===== src/rtl/btc_status_gpio_tx.sv =====
// ----------------------------------------------------------------------------
// btc_status_gpio_tx
//
// Publishes 16-bit firmware/miner status codes (e.g. 16'hFEED start,
// 16'hDEAD done) on the user GPIO checkpoint field mprj_io[31:16]. Codes are
// queued in a small FIFO. Each popped code is held on the pads for
// HOLD_CYCLES cycles so that a slow external monitor can sample it.
//
// Parameters
//   DEPTH        code FIFO entries, power of two, 2..16
//   HOLD_CYCLES  minimum cycles each code is driven, 1..65535
//
// Ports
//   wb_clk_i      in   sole clock, all state on rising edge
//   wb_rst_i      in   asynchronous, active-high reset
//   en_i          in   enables popping new codes and driving the pads
//   code_i        in   status code to publish (16 bits)
//   code_valid_i  in   code_i is valid
//   code_ready_o  out  FIFO can accept a code
//   io_out        out  pad data, maps to mprj_io[31:16]
//   io_oeb        out  pad output-enable bar, 0 = drive
//   io_strobe_o   out  (BTC_STATUS_STROBE_EN only) toggles on every code load,
//                      intended for mprj_io[32]
//   io_strobe_oeb_o out (BTC_STATUS_STROBE_EN only) enable-bar for the strobe
//                      pad, follows io_oeb[0]
//   busy_o        out  a hold is in progress or the FIFO is non-empty
//
// Optional feature macro: BTC_STATUS_STROBE_EN
// ----------------------------------------------------------------------------
module btc_status_gpio_tx #(
    parameter int DEPTH       = 4,
    parameter int HOLD_CYCLES = 64
) (
    input  logic        wb_clk_i,
    input  logic        wb_rst_i,
    input  logic        en_i,
    input  logic [15:0] code_i,
    input  logic        code_valid_i,
    output logic        code_ready_o,
    output logic [15:0] io_out,
    output logic [15:0] io_oeb,
`ifdef BTC_STATUS_STROBE_EN
    output logic        io_strobe_o,
    output logic        io_strobe_oeb_o,
`endif
    output logic        busy_o
);

    localparam int AW = $clog2(DEPTH);
    localparam int CW = $clog2(DEPTH + 1);
    localparam logic [CW-1:0] FULL_CNT    = CW'(DEPTH);
    localparam logic [15:0]   HOLD_RELOAD = 16'(HOLD_CYCLES - 1);

    typedef enum logic {
        S_IDLE = 1'b0,
        S_HOLD = 1'b1
    } state_t;

    state_t          state_q, state_d;
    logic [15:0]     cnt_q, cnt_d;
    logic [15:0]     io_out_q, io_out_d;
    logic [15:0]     io_oeb_q, io_oeb_d;
    logic [AW-1:0]   wr_ptr_q, wr_ptr_d;
    logic [AW-1:0]   rd_ptr_q, rd_ptr_d;
    logic [CW-1:0]   count_q, count_d;
    logic [15:0]     mem_q [DEPTH];

    logic            full;
    logic            empty;
    logic            push;
    logic            pop;

    // FIFO status is taken from registered occupancy only, so a pop in the
    // same cycle never opens room for a push while full.
    assign full  = (count_q == FULL_CNT);
    assign empty = (count_q == '0);
    assign push  = code_valid_i && !full;

    // ---------------- state register ----------------
    always_ff @(posedge wb_clk_i or posedge wb_rst_i) begin
        if (wb_rst_i) begin
            state_q  <= S_IDLE;
            cnt_q    <= '0;
            io_out_q <= '0;
            io_oeb_q <= 16'hFFFF;
            wr_ptr_q <= '0;
            rd_ptr_q <= '0;
            count_q  <= '0;
        end else begin
            state_q  <= state_d;
            cnt_q    <= cnt_d;
            io_out_q <= io_out_d;
            io_oeb_q <= io_oeb_d;
            wr_ptr_q <= wr_ptr_d;
            rd_ptr_q <= rd_ptr_d;
            count_q  <= count_d;
        end
    end

    // Storage needs no reset: reset empties the FIFO through its pointers
    // and occupancy, so stale entries are never read.
    always_ff @(posedge wb_clk_i) begin
        if (push) begin
            mem_q[wr_ptr_q] <= code_i;
        end
    end

    // ---------------- next-state logic ----------------
    always_comb begin
        state_d = state_q;
        case (state_q)
            S_IDLE: begin
                if (en_i && !empty) begin
                    state_d = S_HOLD;
                end
            end
            S_HOLD: begin
                // At the end of a hold, chain straight into the next code
                // when possible; otherwise fall back to IDLE.
                if ((cnt_q == '0) && !(en_i && !empty)) begin
                    state_d = S_IDLE;
                end
            end
            default: state_d = S_IDLE;
        endcase
    end

    // ---------------- output / datapath logic ----------------
    always_comb begin
        pop = 1'b0;
        case (state_q)
            S_IDLE:  pop = en_i && !empty;
            S_HOLD:  pop = (cnt_q == '0) && en_i && !empty;
            default: pop = 1'b0;
        endcase
    end

    always_comb begin
        cnt_d    = cnt_q;
        io_out_d = io_out_q;
        wr_ptr_d = wr_ptr_q;
        rd_ptr_d = rd_ptr_q;
        count_d  = count_q;
        io_oeb_d = en_i ? 16'h0000 : 16'hFFFF;

        if (pop) begin
            io_out_d = mem_q[rd_ptr_q];
            cnt_d    = HOLD_RELOAD;
            rd_ptr_d = rd_ptr_q + AW'(1);
        end else if ((state_q == S_HOLD) && (cnt_q != '0)) begin
            cnt_d = cnt_q - 16'd1;
        end

        if (push) begin
            wr_ptr_d = wr_ptr_q + AW'(1);
        end

        // Simultaneous push and pop leaves occupancy unchanged.
        case ({push, pop})
            2'b10:   count_d = count_q + CW'(1);
            2'b01:   count_d = count_q - CW'(1);
            default: count_d = count_q;
        endcase
    end

`ifdef BTC_STATUS_STROBE_EN
    logic strobe_q, strobe_d;

    // Toggles with every load so repeated identical codes remain visible.
    always_comb begin
        strobe_d = strobe_q ^ pop;
    end

    always_ff @(posedge wb_clk_i or posedge wb_rst_i) begin
        if (wb_rst_i) begin
            strobe_q <= 1'b0;
        end else begin
            strobe_q <= strobe_d;
        end
    end

    assign io_strobe_o     = strobe_q;
    assign io_strobe_oeb_o = io_oeb_q[0];
`endif

    assign code_ready_o = !full;
    assign io_out       = io_out_q;
    assign io_oeb       = io_oeb_q;
    assign busy_o       = (state_q == S_HOLD) || !empty;

endmodule


===== config.mk =====
export PLATFORM = sky130hd
export DESIGN_NAME = btc_status_gpio_tx
export DESIGN_NICKNAME = d
export VERILOG_FILES = /design/src/rtl/btc_status_gpio_tx.sv
export SDC_FILE = /design/constraint.sdc
export NUM_CORES = 1
export LEC_CHECK = 0
export BUFFER_PORTS_ARGS = -buffer_cell sky130_fd_sc_hd__buf_2
export CAP_MARGIN = 20
export CELL_PAD_IN_SITES_DETAIL_PLACEMENT = 1
export CELL_PAD_IN_SITES_GLOBAL_PLACEMENT = 2
export CORE_ASPECT_RATIO = 0.7
export CORE_MARGIN = 2
export CORE_UTILIZATION = 45
export DETAILED_ROUTE_END_ITERATION = 12
export PLACE_DENSITY_LB_ADDON = 0.1
export SKIP_CTS_REPAIR_TIMING = 1
export SLEW_MARGIN = 5
export SYNTH_ARGS = -nofsm -noshare
export SYNTH_HDL_FRONTEND = slang
export SYNTH_SLANG_ARGS = --single-unit

===== constraint.sdc =====
create_clock -name wb_clk_i -period 8.71 [get_ports wb_clk_i]
set_input_delay 0.4355 -clock wb_clk_i [delete_from_list [all_inputs] [get_ports wb_clk_i]]
set_output_delay 0.4355 -clock wb_clk_i [all_outputs]
set_load 0.01 [all_outputs]

==> flow_summary.yaml <==
sta:
  finalHoldViolations: 0
  period_share: 0.412
  fmax_ghz: 0.279
  tns_ns: 0
  drv_slew: 0
  worst_pin_slew_ns: 0.926
  timing.hold.ws_ns: 0.222
  setup_violations: 0
  setup_ws_ns: 5.12
  rsz0062_at_grt: "false"
  slew_headroom: 0.383
  finalClockSkew_ns: 0.00584
  layout_min_cycle_time_ns: 3.59
floorplanning:
  dieHeight_um: 87.7
  core-area_mm2: 0.00972
  die_w_um: 123
  rows: 30
  io_pins: 54
  start_util: 0.463
  dieArea_mm2: 0.0108
power_and_ir_drop:
  power.density_mw_per_mm2: 318
  peakVddDrop_mv: 0.144
  p_sw_uw: 508
  clockPowerShare: 0.225
  finalPower_uw: 1610
  total_leakage_power_uw: 0.00210
  pwr-share-comb: 0.279
  p_sw_frac: 0.316
  internal_power_uw: 1100
  seqPwrFrac: 0.495
routing:
  vias_per_cell: 5.42
  drtPass1Iterations: 4
  drtIter0Drc: 125
  drc: 0
  vias: 2456
  wirelength_um: 8450
  drtAntennaViolNets: 0
  wl_per_cell_um: 18.7
status:
  status: "finished clean"
clocking:
  htreeDepth: 3
  path_clk_slew_ns: 0.07
  cts.sinks: 105
  cts_max_path_buffers: 2
  insertion_delay_ns: 0.34
  cts_tree: "done"
  cts-root-buf: "clkbuf_16"
  cts_made_buffers: 9
logic_synthesis:
  yosys.area.top_type: "edfxtp_1"
  synth_nets: 304
  seq_area_frac_synth: 0.656
  synth_edf_count: 64
  synthTopCellsByArea: "edfxtp_1, dfrtp_1, mux4_2, buf_4, mux2_4"
  synth_ff_type: "edfxtp_1"
  synth_cell_types: 46
  avgSynthCellArea_um2: 16.3
  syn_inst: 276
  synth-seq-cells: 105
  yosysWarnings: 0
  synth_area_mm2: 0.00450
  async_flop_share: 0.390
  synth_top_area_share: 0.427
place:
  hpwlAfterDp_um: 5410
  place_congestion: 0.753
  pre_cts_slack_ns: 5.11
  io_buffers: 53
worst_setup_path:
  crit_slowest_cell: "o41a_1"
  cp.required_ns: 8.97
  crit_arrival_ns: 3.85
  path_max_fanout: 18
  crit_type: "register to register"
  cp-end-kind: "register"
  worstPathCellList: "inv_1, ha_1, or4b_1, o41a_1, nor2_8, ha_1, inv_1, fa_1, xor2_1, nor2_1, xor2_1"
  crit_path_start_kind: "register"
  critPathMaxStageDelay_ns: 0.70
grt:
  grtUsageTotal: 0.176
  grt_pass1_vias: 2557
  grt_max_degree: 42
  grt_overflow_total: 0
  antenna_found_initial: 0
  grt_pass1_wl_um: 13800
finish:
  finalCoreUtilization: 0.520
  antenna_cells: 0
  nFillCells: 945
  drive_gt1_frac: 0.332
  area_delta_synth_final_pct: 12.5
  nets: 348
worst_hold_path:
  hp-class: "primary input to asynchronous set/reset pin"
run:
  maxCapViolations: 0
path summary, 6_finish.rpt:
kind	startpoint	to	slack [ns]	cells past startpoint
worst max register to register	cnt_q[0]	count_q[2]	5.12	11
worst min register to register	io_out[0]	io_out[0]	0.50	1
worst max-delay path	cnt_q[0]	count_q[2]	5.12	11
min in group wb_clk_i	en_i	io_oeb[14]	0.25	2
max in group asynchronous	wb_rst_i	io_out[5]	8.11	3
worst min-delay path	wb_rst_i	io_out[2]	0.22	3
area by class of cell:
class,count,area (um2),share of cell area
Multi-Input combinational cell,136,1340,0.265
Inverter,11,41.3,0.00816
Clock inverter,7,37.5,0.00742
Timing Repair Buffer,57,303,0.0599
Sequential cell,105,2950,0.583
Clock buffer,9,225,0.0445
Tap cell,128,160,0.0317
worst max-delay path: cells and delay by family, from the launching register on:
family	cells	cell delay [ns]
AND/OR/NAND/NOR	3	1.12
adder cells (fa/ha/maj)	3	0.79
AO/OA/AOI/OAI	1	0.70
flip-flops	1	0.39
XOR/XNOR	2	0.32
buffers and inverters	2	0.18
logic make-up (layout without fill, tap and decap cells):
| group | after synthesis | after routing | share of synthesized area |
|---|---|---|---|
| flip-flops | 105 | 105 | 0.656 |
| AND/OR/NAND/NOR | 61 | 61 | 0.0815 |
| buffers and inverters | 35 | 84 | 0.0501 |
| multiplexers | 34 | 34 | 0.132 |
| AO/OA/AOI/OAI | 25 | 25 | 0.0417 |
| adder cells (fa/ha/maj) | 8 | 8 | 0.0239 |
| XOR/XNOR | 8 | 8 | 0.0156 |
power by group through the flow:
stage | logic, uW | registers [uW] | clock network [uW]
after floorplan | 334 | 770 | 0
after global placement | 445 | 799 | 0
after detailed placement | 456 | 805 | 0
after CTS | 458 | 796 | 371
after global routing | 498 | 821 | 391
final | 449 | 796 | 362
state kept, by name, indices dropped and copies added, names as in the netlist:
register  cells
mem_q        64
state_q       1
io_oeb        1
io_out       16
wr_ptr_q      2
cnt_q        16
rd_ptr_q      2
count_q       3
cells in the final DEF, fill, tap and decap left out, types with 3 or more instances in the layout:
cell type   n
nor3_1     14
ha_1        7
clkinv_1    4
a211o_1     8
xor2_1      5
nand3_1     4
nand4_1     3
clkbuf_16   9
or3_1       3
xnor2_1     3
mux4_2     16
inv_1      10
buf_2      53
edfxtp_1   64
mux2_4      8
nor2_1      6
dfrtp_1    40
and3_1     13
nand2_1     4
mux2_2      9
o21ai_0     7
stage by stage:
| step | instances | area [um2] |
|---|---|---|
| floorplan | 276 | 4500 |
| global placement | 435 | 4770 |
| detailed placement | 436 | 4780 |
| CTS | 452 | 5050 |
| global route | 453 | 5060 |
| finish | 453 | 5060 |
synthesized netlist by cell type (all sizes together), types with 4 or more instances:
cell type	number
a211o	8
and3	13
buf	21
dfrtp	40
edfxtp	64
ha	7
inv	11
mux2	17
mux4	16
nand2	4
nand3	4
nor2	8
nor3	14
o21ai	7
xor2	5
layer usage:
metal	wire length, um	part of all wire	vias to the layer above	track usage
met4	112	0.013	0	0.0599
li1	-	-	1132	-
met1	4210	0.50	1262	0.254
met2	3740	0.44	53	0.260
met3	384	0.045	9	0.0495
met5	0	0	-	0
Note: power is estimated with default switching activity, not from simulation.
